==> src/rtl/bcd_score_sched.sv <==
// Score controller: round-robin arbiter over point sources, one shared BCD add per grant, saturating score.
// Latency: ack 3 cycles after the IDLE cycle that samples req; one add per 4 cycles.
// Backpressure: requesters hold req/points until their ack pulse; busy is high outside IDLE.

// Ripple BCD adder, carry out of the top digit is dropped (wrap is detected by the caller).
module bcd_adder #(
  parameter int DIGITS = 4
) (
  input  logic [DIGITS-1:0][3:0] a,
  input  logic [DIGITS-1:0][3:0] b,
  input  logic                   cin,
  output logic [DIGITS-1:0][3:0] sum
);
  logic       carry;
  logic [4:0] t;

  // Per-digit binary add with decimal correction, carry rippling upward.
  always_comb begin
    carry = cin;
    t     = '0;
    sum   = '0;
    for (int i = 0; i < DIGITS; i++) begin
      t = {1'b0, a[i]} + {1'b0, b[i]} + {4'b0, carry};
      if (t > 5'd9) begin
        sum[i] = 4'(t - 5'd10);
        carry  = 1'b1;
      end else begin
        sum[i] = t[3:0];
        carry  = 1'b0;
      end
    end
  end
endmodule

module bcd_score_sched #(
  parameter int DIGITS     = 4,
  parameter int REQ        = 3,
  parameter int LIFE_DIGIT = 3
) (
  input  logic                             clk,
  input  logic                             reset,
  input  logic [REQ-1:0]                   req,
  input  logic [REQ-1:0][DIGITS-1:0][3:0]  points,
  output logic [REQ-1:0]                   ack,
  input  logic                             clear_score,
  output logic [DIGITS-1:0][3:0]           score,
  output logic [DIGITS-1:0][3:0]           hiscore,
  output logic                             bonus,
  output logic                             busy
);
  localparam int GW = (REQ > 1) ? $clog2(REQ) : 1;

  typedef enum logic [1:0] {IDLE, OPER, COMMIT, ACK} state_t;

  state_t                  state;
  logic [GW-1:0]           rr;
  logic [GW-1:0]           gnt;
  logic [DIGITS-1:0][3:0]  opb;
  logic [DIGITS-1:0][3:0]  add_sum;
  logic [DIGITS-1:0][3:0]  sum_q;
  logic [DIGITS-1:0][3:0]  new_score;
  logic                    wrap;
  logic                    bonus_d;
  logic [GW-1:0]           pick;
  logic [GW-1:0]           idx;
  logic                    found;

  bcd_adder #(.DIGITS(DIGITS)) u_add (
    .a   (score),
    .b   (opb),
    .cin (1'b0),
    .sum (add_sum)
  );

  // Round-robin pick: first asserted request strictly after the last grant, cyclically.
  always_comb begin
    pick  = rr;
    idx   = '0;
    found = 1'b0;
    for (int k = 1; k <= REQ; k++) begin
      idx = GW'((int'(rr) + k) % REQ);
      if (!found && req[idx]) begin
        pick  = idx;
        found = 1'b1;
      end
    end
  end

  // BCD ordering matches binary ordering, so a smaller sum means the add overflowed.
  always_comb begin
    wrap      = (sum_q < score);
    new_score = wrap ? {DIGITS{4'h9}} : sum_q;
    bonus_d   = (new_score[DIGITS-1:LIFE_DIGIT] != score[DIGITS-1:LIFE_DIGIT]);
  end

  // Transaction sequencer; clear_score overrides any add in flight but still completes the ack.
  always_ff @(posedge clk or posedge reset) begin
    if (reset) begin
      state   <= IDLE;
      rr      <= GW'(REQ - 1);
      gnt     <= '0;
      opb     <= '0;
      sum_q   <= '0;
      score   <= '0;
      hiscore <= '0;
      ack     <= '0;
      bonus   <= 1'b0;
      busy    <= 1'b0;
    end else begin
      ack   <= '0;
      bonus <= 1'b0;
      case (state)
        IDLE: begin
          if (clear_score) begin
            score <= '0;
          end else if (|req) begin
            gnt   <= pick;
            rr    <= pick;
            opb   <= points[pick];
            state <= OPER;
            busy  <= 1'b1;
          end
        end
        OPER: begin
          if (clear_score) begin
            score    <= '0;
            ack[gnt] <= 1'b1;
            state    <= ACK;
          end else begin
            sum_q <= add_sum;
            state <= COMMIT;
          end
        end
        COMMIT: begin
          if (clear_score) begin
            score <= '0;
          end else begin
            score <= new_score;
            bonus <= bonus_d;
            if (new_score > hiscore) hiscore <= new_score;
          end
          ack[gnt] <= 1'b1;
          state    <= ACK;
        end
        ACK: begin
          if (clear_score) score <= '0;
          state <= IDLE;
          busy  <= 1'b0;
        end
        default: begin
          state <= IDLE;
          busy  <= 1'b0;
        end
      endcase
    end
  end
endmodule

==> config.mk <==
export PLATFORM = sky130hd
export DESIGN_NAME = bcd_score_sched
export DESIGN_NICKNAME = d
export VERILOG_FILES = /design/src/rtl/bcd_score_sched.sv
export SDC_FILE = /design/constraint.sdc
export NUM_CORES = 1
export LEC_CHECK = 0
export CAP_MARGIN = 30
export CORE_MARGIN = 5
export CORE_UTILIZATION = 50
export CTS_CLUSTER_SIZE = 12
export DETAILED_ROUTE_END_ITERATION = 8
export PLACE_DENSITY = 0.85
export SLEW_MARGIN = 30
export SYNTH_ARGS = -nofsm -noshare
export SYNTH_HDL_FRONTEND = slang
export SYNTH_HIERARCHICAL = 1
export SYNTH_SLANG_ARGS = --single-unit
==> constraint.sdc <==
create_clock -name clk -period 9.8 [get_ports clk]
set_input_delay 0.98 -clock clk [delete_from_list [all_inputs] [get_ports clk]]
set_output_delay 0.98 -clock clk [all_outputs]
set_load 0.1 [all_outputs]
==> flow_summary_export.csv, run 1 <==
group,metric,value,unit
worst_hold_path,hp-class,"register to register",
detailed_routing,drt_iter0_markers,206,
synth,synth.avg_cell_area,9.715,µm²
setup_path,regToRegSetupSlack,1430,ps
floorplanning,initial_core_util,51.58,%
setup_path,worst_path_most_repeated_cell,"fa_1",
placed_design,placed_area,6372,µm²
placed_design,gp_congestion,0.8370,
setup_path,reg2reg_depth,31,
worst_hold_path,holdPathEnd,"busy$_DFFE_PP0P_",
detailed_routing,drc_errors,0,
detailed_routing,wirelength,12.25,mm
placed_design,dp.cells,760,
synth,synth-warning-count,6,
clock_tree,clk_pin_slew_worst_paths,80,ps
synth,seq_area_frac_synth,34.49,%
synth,syn-cell-area,5373,µm²
setup_path,max_stage_delay,470,ps
sta,drv_slew,0,
clock_tree,cts_buffer_depth,2,
detailed_routing,firstDrtPassIters,6,
worst_hold_path,min_delay_path_depth,2,
final_layout,syn2layout_area_growth,22.80,%
setup_path,r2r_start,"score[0]$_DFFE_PP0P_",
floorplanning,fp.coreArea,10420,µm²
setup_path,startpoint,"score[0]$_DFFE_PP0P_",
detailed_routing,num_vias,4354,
synth,synth_fp_nets,670,
detailed_routing,detail_route.wl_per_cell,15.78,µm
global_routing,grt_pass1_wl,20.63,mm
sta,finalCritPeriodShare,85.39,%
sta,tightest_slew,996.6,ps
clock_tree,h-tree-depth,3,
global_routing,grt_max_degree,75,
synth,synth-seq-cells,74,
synth,ys_dominant_reg_cell,"dfrtp_1",
final_layout,final_cells,776,
floorplanning,rows,37,
detailed_routing,vias_per_cell,5.611,
clock_tree,cts_inserted_buffers,9,
clock_tree,cts-root-buf,"clkbuf_8",
sta,layout_setup_ws,1432,ps
sta,setup_viol,0,
setup_path,rr_endpoint,"sum_q[13]$_DFFE_PP0P_",
final_layout,diodes,0,
floorplanning,die_x,113.7,µm
clock_tree,numClockSinks,74,
sta,max_slew_margin,33.35,%
final_layout,fill_cells,841,
placed_design,dp_slack,1647,ps
synth,synth-edff-count,0,
worst_hold_path,hp-start,"busy$_DFFE_PP0P_",
clock_tree,insertion_delay,360,ps
sta,rsz0062_at_grt,"no",
setup_path,crit_path_top_delay_cell,"fa_1",
placed_design,place_hpwl,9.542,mm
synth,synthCells,553,
sta,post-route-min-period,8368,ps
final_layout,nets,752,
sta,skew,9.402,ps
final_layout,drive_gt1_share,8.750,%
setup_path,cp_max_fo,5,
sta,fin_tns_setup,0,ps
clock_tree,tritoncts,"yes",
setup_path,required,10100,ps
global_routing,grt.total_usage,19.50,%
floorplanning,die-area,12920,µm²
floorplanning,die_h,113.7,µm
placed_design,port_buffers,90,
clock_tree,cts_resized,0,
flow_run,cap_violations,0,
setup_path,start_kind,"register",
final_layout,fin_area,6598,µm²
run_status,status,"finished, final reports clean",
synth,async_reset_ff_share,100.0,%
setup_path,worstSetupEndpointType,"register",
sta,final-hold-violation-count,0,
detailed_routing,postRouteAntennaNets,0,
synth,ys_types,62,
setup_path,arrival,8670,ps
clock_tree,post_cts_buffers,0,
floorplanning,ioPinCount,91,
global_routing,grt-ovfl-total,0,
global_routing,grt_pass1_vias,4374,
global_routing,antenna_found_initial,0,
sta,max_freq,119.5,MHz
clock_tree,cts_hold_buf,0,
setup_path,crit_type,"register to register",
synthesized netlist by cell type (3+ instances only):
library cell  count  area (µm²)
nor3_1            7       35.03
a21boi_0          6       45.04
a31oi_1           3       18.77
fa_1              8       160.2
a21oi_1          35       175.2
nand2_1          23       86.33
a22oi_1           3       22.52
inv_1            62       232.7
nand3b_1          4       30.03
ha_1             55       688.2
a2bb2oi_1        16       140.1
mux2_2           21       236.5
a21o_1           11       82.58
a22o_1            3       26.28
a211oi_1         10       75.07
and2_1           10       62.56
dfrtp_1          73        1827
o21ai_0          14       70.07
nand2b_1          7       43.79
nand3_1           3       15.01
nand4_1           3       18.77
xnor2_1          13       113.9
nor2_1           51       191.4
o31ai_4           3       63.81
buf_2             6       30.03
nor2b_1           4       25.02
clkbuf_1         16       60.06
o22ai_1           5       31.28
mux2i_1          36       360.4
metal layers:
layer	share of wire (%)	track usage, %
met1	45	25.98
met5	0	0
met3	6.1	4.297
met4	1.3	4.006
met2	47	32.74
flip-flops by register name (all words and copies together) (netlist names):
name / count
score: 16
bonus: 1
opb: 16
hiscore: 16
sum_q: 16
state: 2
ack: 3
busy: 1
gnt: 1
rr: 2
final cells by class:
type	count	area (µm²)	share of cell area [%]
Clock inverter	5	78.83	1.195
Timing Repair Buffer	94	934.6	14.17
Sequential cell	74	1853	28.09
Tap cell	136	170.2	2.579
Inverter	62	232.7	3.527
Multi-Input combinational cell	394	3187	48.30
Clock buffer	11	141.4	2.143
critical path: cells and delay by family, from the launching register on:
kind	cells	cell delay [ps]
AOI/OAI and AO/OA	7	1700
xor gates and xnor gates	2	770
adders and majority gates	12	4080
buffers and inverters	5	430
DFF	1	430
muxes	1	170
and+or+nand+nor	4	770
through the flow:
stage               hold slack [ps]  util (%)
floorplan                     450.8         -
global placement              468.6     61.18
detailed placement            478.2     61.18
CTS                           501.5     63.29
global route                  529.5     63.34
finish                        498.3     63.34
worst max-delay path by stage:
stage,to,slack (ps),depth (start not counted)
2_1_floorplan,sum_q[13]$_DFFE_PP0P_,1780,31
3_3_place_gp,sum_q[13]$_DFFE_PP0P_,2090,31
3_5_place_dp,sum_q[13]$_DFFE_PP0P_,1650,31
4_1_cts,sum_q[13]$_DFFE_PP0P_,1510,31
5_1_grt,sum_q[13]$_DFFE_PP0P_,1100,30
6_report,sum_q[13]$_DFFE_PP0P_,1430,31
logic make-up after synthesis:
| family | count (synthesis) | synth area share, % |
|---|---|---|
| AO/OA/AOI/OAI | 127 | 16.95 |
| buffers and inverters | 85 | 6.218 |
| multiplexers | 59 | 11.67 |
| AND/OR/NAND/NOR | 129 | 12.32 |
| flip-flops | 74 | 34.49 |
| other | 1 | 0.06980 |
| XOR/XNOR | 14 | 2.282 |
| adder cells (fa/ha/maj) | 64 | 16.00 |
placed cells by master, fill, tap and decap left out, types with 5 or more instances in the layout:
cell type,Yosys,layout
clkdlybuf4s50_1,0,90
dfrtp_1,73,73
inv_1,62,61
ha_1,55,55
nor2_1,51,51
mux2i_1,36,36
a21oi_1,35,35
nand2_1,23,23
mux2_2,21,21
a2bb2oi_1,16,16
o21ai_0,14,14
xnor2_1,13,13
a21o_1,11,11
a211oi_1,10,10
clkbuf_8,0,10
and2_1,10,9
fa_1,8,8
nor3_1,7,7
nand2b_1,7,7
a21boi_0,6,6
o22ai_1,5,5
Power of run 1 is left out: the tool's default activity adds up to more than one toggle a clock period on the data nets, which glitch-free logic cannot reach.
==> run 2, diff against run 1 <==
--- a/config.mk
+++ b/config.mk
@@ -10,8 +10,8 @@
 export CORE_UTILIZATION = 50
 export CTS_CLUSTER_SIZE = 12
 export DETAILED_ROUTE_END_ITERATION = 8
-export PLACE_DENSITY = 0.85
-export SLEW_MARGIN = 30
+export PLACE_DENSITY_LB_ADDON = 0.12
+export SLEW_MARGIN = 0
 export SYNTH_ARGS = -nofsm -noshare
 export SYNTH_HDL_FRONTEND = slang
 export SYNTH_HIERARCHICAL = 1
==> flow_summary_export.csv, run 2 (synthesis gave the netlist of run 1 again) <==
group,metric,value,unit
run_status,status,"finished, final reports clean",
sta,layout_setup_ws,1530,ps
clock_tree,post_cts_buffers,0,
clock_tree,cts_resized,0,
global_routing,grt.total_usage,19.28,%
setup_path,start_kind,"register",
worst_hold_path,hp-class,"register to register",
setup_path,worstSetupEndpointType,"register",
clock_tree,cts-root-buf,"clkbuf_8",
placed_design,gp_congestion,0.8148,
sta,max_freq,120.9,MHz
detailed_routing,wirelength,11.92,mm
detailed_routing,firstDrtPassIters,5,
placed_design,port_buffers,90,
setup_path,reg2reg_depth,31,
sta,final-hold-violation-count,0,
final_layout,drive_gt1_share,8.268,%
detailed_routing,drt_iter0_markers,270,
detailed_routing,detail_route.wl_per_cell,15.34,µm
flow_run,cap_violations,0,
clock_tree,cts_hold_buf,0,
final_layout,final_cells,777,
global_routing,grt_pass1_wl,20.23,mm
floorplanning,rows,37,
sta,setup_viol,0,
detailed_routing,postRouteAntennaNets,0,
setup_path,required,10090,ps
detailed_routing,num_vias,4258,
setup_path,crit_type,"register to register",
final_layout,diodes,0,
sta,tightest_slew,989.6,ps
floorplanning,ioPinCount,91,
floorplanning,die_h,113.7,µm
placed_design,dp.cells,760,
floorplanning,fp.coreArea,10420,µm²
global_routing,grt-ovfl-total,0,
setup_path,worst_path_most_repeated_cell,"fa_1",
final_layout,utilization,63.54,%
sta,drv_slew,0,
clock_tree,h-tree-depth,3,
setup_path,regToRegSetupSlack,1530,ps
floorplanning,initial_core_util,51.58,%
detailed_routing,drc_errors,0,
clock_tree,insertion_delay,350,ps
setup_path,arrival,8560,ps
floorplanning,die-area,12920,µm²
global_routing,grt_pass1_vias,4213,
sta,finalCritPeriodShare,84.39,%
setup_path,r2r_start,"score[0]$_DFFE_PP0P_",
final_layout,final_cell_mix,"clkdlybuf4s50_1 (90), dfrtp_1 (73), inv_1 (61)",
clock_tree,numClockSinks,74,
sta,post-route-min-period,8270,ps
detailed_routing,vias_per_cell,5.480,
clock_tree,tritoncts,"yes",
setup_path,rr_endpoint,"sum_q[13]$_DFFE_PP0P_",
setup_path,startpoint,"score[0]$_DFFE_PP0P_",
final_layout,fill_cells,896,
global_routing,grt_max_degree,75,
sta,fin_tns_setup,0,ps
worst_hold_path,min_delay_path_depth,1,
clock_tree,cts_inserted_buffers,9,
placed_design,place_hpwl,9.432,mm
setup_path,cp_max_fo,5,
clock_tree,cts_buffer_depth,2,
setup_path,max_stage_delay,480,ps
setup_path,crit_path_top_delay_cell,"fa_1",
setup_path,cp-endpoint,"sum_q[13]$_DFFE_PP0P_",
sta,rsz0062_at_grt,"no",
sta,skew,9.581,ps
final_layout,syn2layout_area_growth,23.20,%
sta,max_slew_margin,33.82,%
clock_tree,clk_pin_slew_worst_paths,80,ps
placed_design,dp_slack,1629,ps
floorplanning,die_x,113.7,µm
final_layout,final_common_cell,"clkdlybuf4s50_1",
final_layout,nets,753,
global_routing,antenna_found_initial,0,
run 2: cell count changes in the layout (fill, tap and decap cells not counted), sizes merged:
| cell | delta |
|---|---|
| buf | +1 |
| bufinv | -1 |
| clkinv | -1 |
| clkbuf | +2 |
run 2: worst max-delay path, delay by kind of cell (launching register included):
kind	cells	cell delay [ps]
compound gates	7	1630
xor+xnor	2	740
fa+ha+maj	12	4050
buf+inv	5	450
flops	1	430
mux	1	170
simple gates	4	760
run 2: worst min-delay path by stage:
stage                       start               end  slack, ps
2_1_floorplan  gnt[1]$_DFFE_PP0P_  ack[1]$_DFF_PP0_        450
3_3_place_gp     busy$_DFFE_PP0P_  busy$_DFFE_PP0P_        460
3_5_place_dp   gnt[1]$_DFFE_PP0P_  ack[0]$_DFF_PP0_        480
4_1_cts        gnt[1]$_DFFE_PP0P_  ack[0]$_DFF_PP0_        500
5_1_grt          busy$_DFFE_PP0P_  busy$_DFFE_PP0P_        530
6_report       gnt[1]$_DFFE_PP0P_  ack[0]$_DFF_PP0_        500
run 2: through the flow:
| stage | hold slack, ps | instance area, µm² |
|---|---|---|
| after floorplan | 450.8 | 5373 |
| after global placement | 464.3 | 6357 |
| after global routing | 526.3 | 6619 |
| final | 498.7 | 6619 |
| after detailed placement | 475.0 | 6412 |
| after CTS | 496.6 | 6591 |
run 2: cell type report:
cell class	count	area (µm²)	area share, %
inverter	62	232.7	3.516
clock inverter	3	40.04	0.6049
sequential	74	1853	28.00
tap	136	170.2	2.571
timing repair buffer	95	998.5	15.09
multi-input combinational	394	3186	48.13
clock buffer	13	138.9	2.098
run 2: routing by layer:
layer  vias up  track usage [%]  wire length (µm)
li1       2114                -                 -
met1      2004            26.10              5592
met2       129            31.13              5502
met3        11            4.244               673
met4         0            5.529               153
met5         -                0                 0
Power of run 2 is left out for the same reason.
